==> src/rtl/multicycle_controller_if.sv <==
// Controller <-> datapath/memory bundle for the multicycle controller.
// master = controller side, slave = datapath side driving instruction fields and flags.
interface multicycle_controller_if;
  logic [6:0] opcode;
  logic [2:0] funct3;
  logic       funct7b5;
  logic       zero;
  logic       mem_ready;

  logic       pc_write;
  logic       ir_write;
  logic       reg_write;
  logic       mem_write;
  logic       adr_src;
  logic [1:0] alu_src_a;
  logic [1:0] alu_src_b;
  logic [1:0] result_src;
  logic [1:0] imm_src;
  logic [2:0] alu_control;
  logic [3:0] state;
  logic       err;

  modport master (
    input  opcode, funct3, funct7b5, zero, mem_ready,
    output pc_write, ir_write, reg_write, mem_write, adr_src,
           alu_src_a, alu_src_b, result_src, imm_src, alu_control,
           state, err
  );

  modport slave (
    output opcode, funct3, funct7b5, zero, mem_ready,
    input  pc_write, ir_write, reg_write, mem_write, adr_src,
           alu_src_a, alu_src_b, result_src, imm_src, alu_control,
           state, err
  );
endinterface

==> src/rtl/multicycle_controller.sv <==
// Multicycle RISC-V style main controller with memory wait timeout and sticky ERROR state.
// Optional macro MULTICYCLE_IMM_ALU_EN enables the I-type ALU path (DECODE -> EXECI).
module multicycle_controller #(
  parameter int unsigned TIMEOUT = 15
) (
  input  logic                           clk,
  input  logic                           rst,
  multicycle_controller_if.master        ctrl_if
);

  typedef enum logic [3:0] {
    S_FETCH    = 4'd0,
    S_DECODE   = 4'd1,
    S_MEMADR   = 4'd2,
    S_MEMREAD  = 4'd3,
    S_MEMWB    = 4'd4,
    S_MEMWRITE = 4'd5,
    S_EXECR    = 4'd6,
    S_ALUWB    = 4'd7,
    S_EXECI    = 4'd8,
    S_BEQ      = 4'd9,
    S_ERROR    = 4'd10
  } state_e;

  localparam logic [6:0] OP_LOAD  = 7'b0000011;
  localparam logic [6:0] OP_STORE = 7'b0100011;
  localparam logic [6:0] OP_RTYPE = 7'b0110011;
  localparam logic [6:0] OP_BRANCH = 7'b1100011;
  localparam logic [6:0] OP_IMM   = 7'b0010011;

  localparam logic [2:0] ALU_ADD = 3'b000;
  localparam logic [2:0] ALU_SUB = 3'b001;
  localparam logic [2:0] ALU_AND = 3'b010;
  localparam logic [2:0] ALU_OR  = 3'b011;
  localparam logic [2:0] ALU_SLT = 3'b101;

  localparam logic [7:0] WAIT_LAST = 8'(TIMEOUT - 1);

  state_e     state_q, state_d;
  logic [7:0] wait_q, wait_d;

  logic       pc_write, ir_write, reg_write, mem_write, adr_src;
  logic [1:0] alu_src_a, alu_src_b, result_src;
  logic [2:0] alu_control;
  logic       waiting;

  function automatic logic [2:0] funct_op(input logic [2:0] f3, input logic f7b5,
                                          input logic op5);
    case (f3)
      3'b000:  return (f7b5 && op5) ? ALU_SUB : ALU_ADD;
      3'b010:  return ALU_SLT;
      3'b110:  return ALU_OR;
      3'b111:  return ALU_AND;
      default: return ALU_ADD;
    endcase
  endfunction

  always_ff @(posedge clk or negedge rst) begin
    if (!rst) begin
      state_q <= S_FETCH;
      wait_q  <= 8'd0;
    end else begin
      state_q <= state_d;
      wait_q  <= wait_d;
    end
  end

  always_comb begin
    state_d     = state_q;
    pc_write    = 1'b0;
    ir_write    = 1'b0;
    reg_write   = 1'b0;
    mem_write   = 1'b0;
    adr_src     = 1'b0;
    alu_src_a   = 2'b00;
    alu_src_b   = 2'b00;
    result_src  = 2'b00;
    alu_control = ALU_ADD;
    waiting     = 1'b0;

    case (state_q)
      S_FETCH: begin
        alu_src_b  = 2'b10;
        result_src = 2'b10;
        if (ctrl_if.mem_ready) begin
          ir_write = 1'b1;
          pc_write = 1'b1;
          state_d  = S_DECODE;
        end else begin
          waiting = 1'b1;
        end
      end
      S_DECODE: begin
        alu_src_a = 2'b01;
        alu_src_b = 2'b01;
        case (ctrl_if.opcode)
          OP_LOAD, OP_STORE: state_d = S_MEMADR;
          OP_RTYPE: begin
            if (ctrl_if.funct3 == 3'b000 || ctrl_if.funct3 == 3'b010 ||
                ctrl_if.funct3 == 3'b110 || ctrl_if.funct3 == 3'b111)
              state_d = S_EXECR;
            else
              state_d = S_ERROR;
          end
          OP_BRANCH: state_d = S_BEQ;
`ifdef MULTICYCLE_IMM_ALU_EN
          OP_IMM:    state_d = S_EXECI;
`endif
          default:   state_d = S_ERROR;
        endcase
      end
      S_MEMADR: begin
        alu_src_a = 2'b10;
        alu_src_b = 2'b01;
        state_d   = ctrl_if.opcode[5] ? S_MEMWRITE : S_MEMREAD;
      end
      S_MEMREAD: begin
        adr_src = 1'b1;
        if (ctrl_if.mem_ready) state_d = S_MEMWB;
        else                   waiting = 1'b1;
      end
      S_MEMWB: begin
        result_src = 2'b01;
        reg_write  = 1'b1;
        state_d    = S_FETCH;
      end
      S_MEMWRITE: begin
        adr_src   = 1'b1;
        mem_write = 1'b1;
        if (ctrl_if.mem_ready) state_d = S_FETCH;
        else                   waiting = 1'b1;
      end
      S_EXECR: begin
        alu_src_a   = 2'b10;
        alu_control = funct_op(ctrl_if.funct3, ctrl_if.funct7b5, ctrl_if.opcode[5]);
        state_d     = S_ALUWB;
      end
      S_EXECI: begin
        alu_src_a   = 2'b10;
        alu_src_b   = 2'b01;
        alu_control = funct_op(ctrl_if.funct3, ctrl_if.funct7b5, ctrl_if.opcode[5]);
        state_d     = S_ALUWB;
      end
      S_ALUWB: begin
        reg_write = 1'b1;
        state_d   = S_FETCH;
      end
      S_BEQ: begin
        alu_src_a   = 2'b10;
        alu_control = ALU_SUB;
        pc_write    = ctrl_if.zero;
        state_d     = S_FETCH;
      end
      S_ERROR: state_d = S_ERROR;
      default: state_d = S_ERROR;
    endcase

    // The cycle that exhausts the wait budget issues nothing and leaves for ERROR.
    if (waiting && wait_q >= WAIT_LAST) begin
      state_d   = S_ERROR;
      mem_write = 1'b0;
    end

    if (state_d != state_q || ctrl_if.mem_ready) wait_d = 8'd0;
    else if (waiting)                           wait_d = wait_q + 8'd1;
    else                                        wait_d = wait_q;

    // During reset the state register already reads FETCH; only the strobes need gating.
    if (!rst) begin
      pc_write  = 1'b0;
      ir_write  = 1'b0;
      reg_write = 1'b0;
      mem_write = 1'b0;
    end
  end

  assign ctrl_if.pc_write    = pc_write;
  assign ctrl_if.ir_write    = ir_write;
  assign ctrl_if.reg_write   = reg_write;
  assign ctrl_if.mem_write   = mem_write;
  assign ctrl_if.adr_src     = adr_src;
  assign ctrl_if.alu_src_a   = alu_src_a;
  assign ctrl_if.alu_src_b   = alu_src_b;
  assign ctrl_if.result_src  = result_src;
  assign ctrl_if.alu_control = alu_control;
  assign ctrl_if.imm_src     = (ctrl_if.opcode == OP_STORE)  ? 2'b01 :
                               (ctrl_if.opcode == OP_BRANCH) ? 2'b10 : 2'b00;
  assign ctrl_if.state       = state_q;
  assign ctrl_if.err         = (state_q == S_ERROR);

endmodule

==> src/flat_wrapper.sv <==
// flat-port wrapper written by rule: the top's interface ports become plain ports
module multicycle_controller_flat 
#(
  parameter int unsigned TIMEOUT = 15
)
  (clk, rst, ctrl_if_opcode, ctrl_if_funct3, ctrl_if_funct7b5, ctrl_if_zero, ctrl_if_mem_ready, ctrl_if_pc_write, ctrl_if_ir_write, ctrl_if_reg_write, ctrl_if_mem_write, ctrl_if_adr_src, ctrl_if_alu_src_a, ctrl_if_alu_src_b, ctrl_if_result_src, ctrl_if_imm_src, ctrl_if_alu_control, ctrl_if_state, ctrl_if_err);
  multicycle_controller_if ctrl_if_i ();
  input  logic clk;
  input  logic rst;
  input wire logic [$bits(ctrl_if_i.opcode)-1:0] ctrl_if_opcode;
  input wire logic [$bits(ctrl_if_i.funct3)-1:0] ctrl_if_funct3;
  input wire logic [$bits(ctrl_if_i.funct7b5)-1:0] ctrl_if_funct7b5;
  input wire logic [$bits(ctrl_if_i.zero)-1:0] ctrl_if_zero;
  input wire logic [$bits(ctrl_if_i.mem_ready)-1:0] ctrl_if_mem_ready;
  output wire logic [$bits(ctrl_if_i.pc_write)-1:0] ctrl_if_pc_write;
  output wire logic [$bits(ctrl_if_i.ir_write)-1:0] ctrl_if_ir_write;
  output wire logic [$bits(ctrl_if_i.reg_write)-1:0] ctrl_if_reg_write;
  output wire logic [$bits(ctrl_if_i.mem_write)-1:0] ctrl_if_mem_write;
  output wire logic [$bits(ctrl_if_i.adr_src)-1:0] ctrl_if_adr_src;
  output wire logic [$bits(ctrl_if_i.alu_src_a)-1:0] ctrl_if_alu_src_a;
  output wire logic [$bits(ctrl_if_i.alu_src_b)-1:0] ctrl_if_alu_src_b;
  output wire logic [$bits(ctrl_if_i.result_src)-1:0] ctrl_if_result_src;
  output wire logic [$bits(ctrl_if_i.imm_src)-1:0] ctrl_if_imm_src;
  output wire logic [$bits(ctrl_if_i.alu_control)-1:0] ctrl_if_alu_control;
  output wire logic [$bits(ctrl_if_i.state)-1:0] ctrl_if_state;
  output wire logic [$bits(ctrl_if_i.err)-1:0] ctrl_if_err;
  assign ctrl_if_i.opcode = ctrl_if_opcode;
  assign ctrl_if_i.funct3 = ctrl_if_funct3;
  assign ctrl_if_i.funct7b5 = ctrl_if_funct7b5;
  assign ctrl_if_i.zero = ctrl_if_zero;
  assign ctrl_if_i.mem_ready = ctrl_if_mem_ready;
  assign ctrl_if_pc_write = ctrl_if_i.pc_write;
  assign ctrl_if_ir_write = ctrl_if_i.ir_write;
  assign ctrl_if_reg_write = ctrl_if_i.reg_write;
  assign ctrl_if_mem_write = ctrl_if_i.mem_write;
  assign ctrl_if_adr_src = ctrl_if_i.adr_src;
  assign ctrl_if_alu_src_a = ctrl_if_i.alu_src_a;
  assign ctrl_if_alu_src_b = ctrl_if_i.alu_src_b;
  assign ctrl_if_result_src = ctrl_if_i.result_src;
  assign ctrl_if_imm_src = ctrl_if_i.imm_src;
  assign ctrl_if_alu_control = ctrl_if_i.alu_control;
  assign ctrl_if_state = ctrl_if_i.state;
  assign ctrl_if_err = ctrl_if_i.err;
  multicycle_controller #(.TIMEOUT(TIMEOUT)) u_core (.clk(clk), .rst(rst), .ctrl_if(ctrl_if_i));
endmodule
==> config.mk <==
export PLATFORM = sky130hd
export DESIGN_NAME = multicycle_controller_flat
export DESIGN_NICKNAME = d
export VERILOG_FILES = /design/src/rtl/multicycle_controller_if.sv /design/src/rtl/multicycle_controller.sv /design/src/flat_wrapper.sv
export SDC_FILE = /design/constraint.sdc
export NUM_CORES = 1
export LEC_CHECK = 0
export ABC_CLOCK_PERIOD_IN_PS = 2130
export CORE_MARGIN = 4
export CORE_UTILIZATION = 25
export CTS_BUF_LIST = sky130_fd_sc_hd__clkbuf_8 sky130_fd_sc_hd__clkbuf_16
export DETAILED_ROUTE_END_ITERATION = 8
export MAX_ROUTING_LAYER = met4
export PLACE_DENSITY = 0.47
export REMOVE_ABC_BUFFERS = 1
export SETUP_SLACK_MARGIN = 0.05
export SLEW_MARGIN = 20
export SYNTH_ARGS = -nofsm -noshare
export SYNTH_HDL_FRONTEND = slang
export SYNTH_SLANG_ARGS = --single-unit
==> constraint.sdc <==
create_clock -name clk -period 2.13 [get_ports clk]
set_input_delay 0.639 -clock clk [delete_from_list [all_inputs] [get_ports clk]]
set_output_delay 0.639 -clock clk [all_outputs]
set_load 0.01 [all_outputs]
==> qor.yml <==
status:
  outcome: "finished, violations left"
  violations: "negative setup slack"
clock_network:
  cts_max_level: 1
  cts_hold_buffers: 0
  cts_buffers: 3
  clock_path_buffers: 2
  clock_latency_ns: 0.24
  path_clk_slew_ns: 0.05
  clock-root-buffer: "clkbuf_8"
  cts_tree: "done"
  cts_sinks: 12
floorplan:
  dieWidth_um: 77.7
  rows: 25
  initial_utilization_pct: 25.7
  core_area_mm2: 0.00472
  die_area_mm2: 0.00604
  io_pins: 36
  chipHeight_um: 77.7
setup_path:
  critPathMaxFanout: 8
  r2r_start: "u_core.ctrl_if.state[2]"
  path_cells: "buf_6 > buf_8 > or3_4 > inv_6 > buf_6 > and2_4 > a22o_4 > nor4_4 > o32ai_4 > buf_12 > a211oi_2"
  worstSetupStartpoint: "u_core.ctrl_if.state[2]"
  endpoint_kind: "register"
  startpoint_type: "register"
  criticalPathCategory: "register to register"
  arrival_ns: 2.42
  critPathMaxStageDelay_ns: 0.46
  required_ns: 2.26
  crit_path_frequent_cell: "buf_6"
  critPathSlowestCell: "dfrtp_2"
synth:
  synthArstFlopShare_pct: 100
  ys.flop_type: "dfrtp_1"
  netlist_instances: 146
  syn_area_per_cell_um2: 8.32
  ys_seq_elements: 12
  yosysTopAreaCellShare_pct: 24.7
  ys_types: 53
  synth_edf_count: 0
  synth_top_cells_by_area: "dfrtp_1, nor2_1, xor2_1, nand2_1, o21ai_0"
  ys_warn_count: 0
  syn_area_mm2: 0.00121
  synth_top_area_cell: "dfrtp_1"
  yosysSeqAreaShare_pct: 24.7
sta:
  max_freq_mhz: 436
  fin_crit_sh_pct: 108
  final_hold_viol_count: 0
  rsz0062_at_grt: "yes"
  fin_ws_ns: -0.164
  clock_skew_ns: 0.00227
  fin_crit_ns: 2.29
  maxSlewViolCount: 0
  slew_headroom_pct: 65.6
  setup_violations: 12
  tightest_slew_ns: 0.511
  fin_setup_tns_ns: -1.58
cells_and_area:
  nFillCells: 453
  seq_area_um2: 305
  area_growth_pct: 92.7
  multiInputGateArea_mm2: 0.00106
  final_cell_area_mm2: 0.00234
  layout_common_cells: "buf_4, buf_6, buf_2"
  drive_above_1_share_pct: 58.8
  final_common_cell: "buf_4"
  nets: 251
  antenna_cells: 0
  fin_util_pct: 49.6
drt:
  wire_per_inst_um: 14.2
  postRouteAntennaNets: 0
  drc: 0
  wl_mm: 4.26
  drtIter0Drc: 27
  vias_per_cell: 4.75
  via_count: 1425
  dr.pass1.iters: 4
global_route:
  grt_pass1_wl_mm: 7.29
  grt_use_total_pct: 15.3
  grt_max_degree: 19
  grt_pass1_vias: 1493
  antenna_found_initial: 0
  overflow: 0
placed_design:
  gp_congestion: 0.818
  dpl.hpwl_mm: 3.12
  placed_area_mm2: 0.00193
  io_buffers: 35
pwr:
  p_leak_nw: 1.05
  swShare_pct: 21.9
  vdd_ir_drop_max_mv: 0.151
  p_comb_share_pct: 13.9
  power.share.sequential_pct: 41.3
  p_int_w: 0.000432
  power_frac_clock_pct: 44.8
  cellPowerDensity_mw_per_mm2: 236
  p_sw_w: 0.000121
run:
  cap_violations: 0
worst_hold_path:
  holdCritPathClass: "register to register"
  worstHoldStart: "u_core.wait_q[1]"
## synthesized netlist by cell type, drive strengths merged (3+ instances only)
cell    instances
nor2           23
dfrtp          12
nand2          11
buf            10
o21ai           7
inv             6
nor3b           5
nor4            5
xor2            5
a211oi          4
nand2b          4
nor3            4
xnor2           4
a21oi           3
and2            3
and3            3
o22ai           3
## routing by layer
layer	vias to the layer above	track usage [%]	wire (µm)
met5	-	-	0
met1	684	16.9	1730
met3	14	2.90	133
met2	32	27.5	2290
li1	695	-	-
met4	0	4.80	105
## state kept, by name, summed over array words and instances, names as in the netlist
signal	flops
u_core.ctrl_if.state	4
u_core.wait_q	8
## final timing paths
path,cells after the start,slack [ns],endpoint
setup / recovery,11,-0.16,u_core.wait_q[1]
hold / removal,2,0.58,u_core.wait_q[1]
setup reg to reg,11,-0.16,u_core.wait_q[1]
hold reg to reg,2,0.58,u_core.wait_q[1]
max in group asynchronous,2,1.37,u_core.ctrl_if.state[3]
min in group asynchronous,2,0.59,u_core.wait_q[6]
## through the flow
| step | worst slack, ns | total power (W) | hold WS [ns] | cells |
|---|---|---|---|---|
| final | -0.164 | 0.000553 | 0.580 | 300 |
| after global routing | -0.232 | 0.000580 | 0.623 | 300 |
| after global placement | -0.893 | 0.000302 | 0.552 | 281 |
| after CTS | -0.145 | 0.000561 | 0.567 | 294 |
| after detailed placement | -0.871 | 0.000303 | 0.581 | 281 |
| after floorplan | -0.220 | 0.000248 | 0.343 | 135 |
## power groups by stage
stage	Clock [W]	Combinational [W]	Sequential, W
after floorplan	0	0.0000158	0.000232
after global placement	0	0.0000695	0.000232
after detailed placement	0	0.0000711	0.000232
after CTS	0.000259	0.0000747	0.000228
after global routing	0.000268	0.0000842	0.000228
final	0.000248	0.0000768	0.000228
## critical path, delay by kind of cell (launching register included)
family,cells,cell delay [ns]
AO/OA/AOI/OAI,3,0.48
flip-flops,1,0.46
buffers and inverters,5,0.63
AND/OR/NAND/NOR,3,0.60
## logic make-up after synthesis
logic type	count (synthesis)	synth area share (%)
muxes	1	0.927
xor gates and xnor gates	9	6.49
and+or+nand+nor	75	38.2
DFF	12	24.7
buffers and inverters	17	7.31
adders and majority gates	2	2.06
AOI/OAI and AO/OA	30	20.3
## cell type report
cell class | count | share of cell area (%)
multi-input cells | 117 | 45.5
well taps | 67 | 3.58
inverters | 6 | 1.18
clock buffers | 4 | 2.35
flip-flops and latches | 12 | 13.0
repair buffers | 94 | 34.4
## timing repair
item,CTS,global route
setup endpoints to repair,30,22
pin swaps,23,16
cloned,0,0
buffers inserted,11,8
gates resized for setup,156,31
Power figures use the tool's default switching activity.
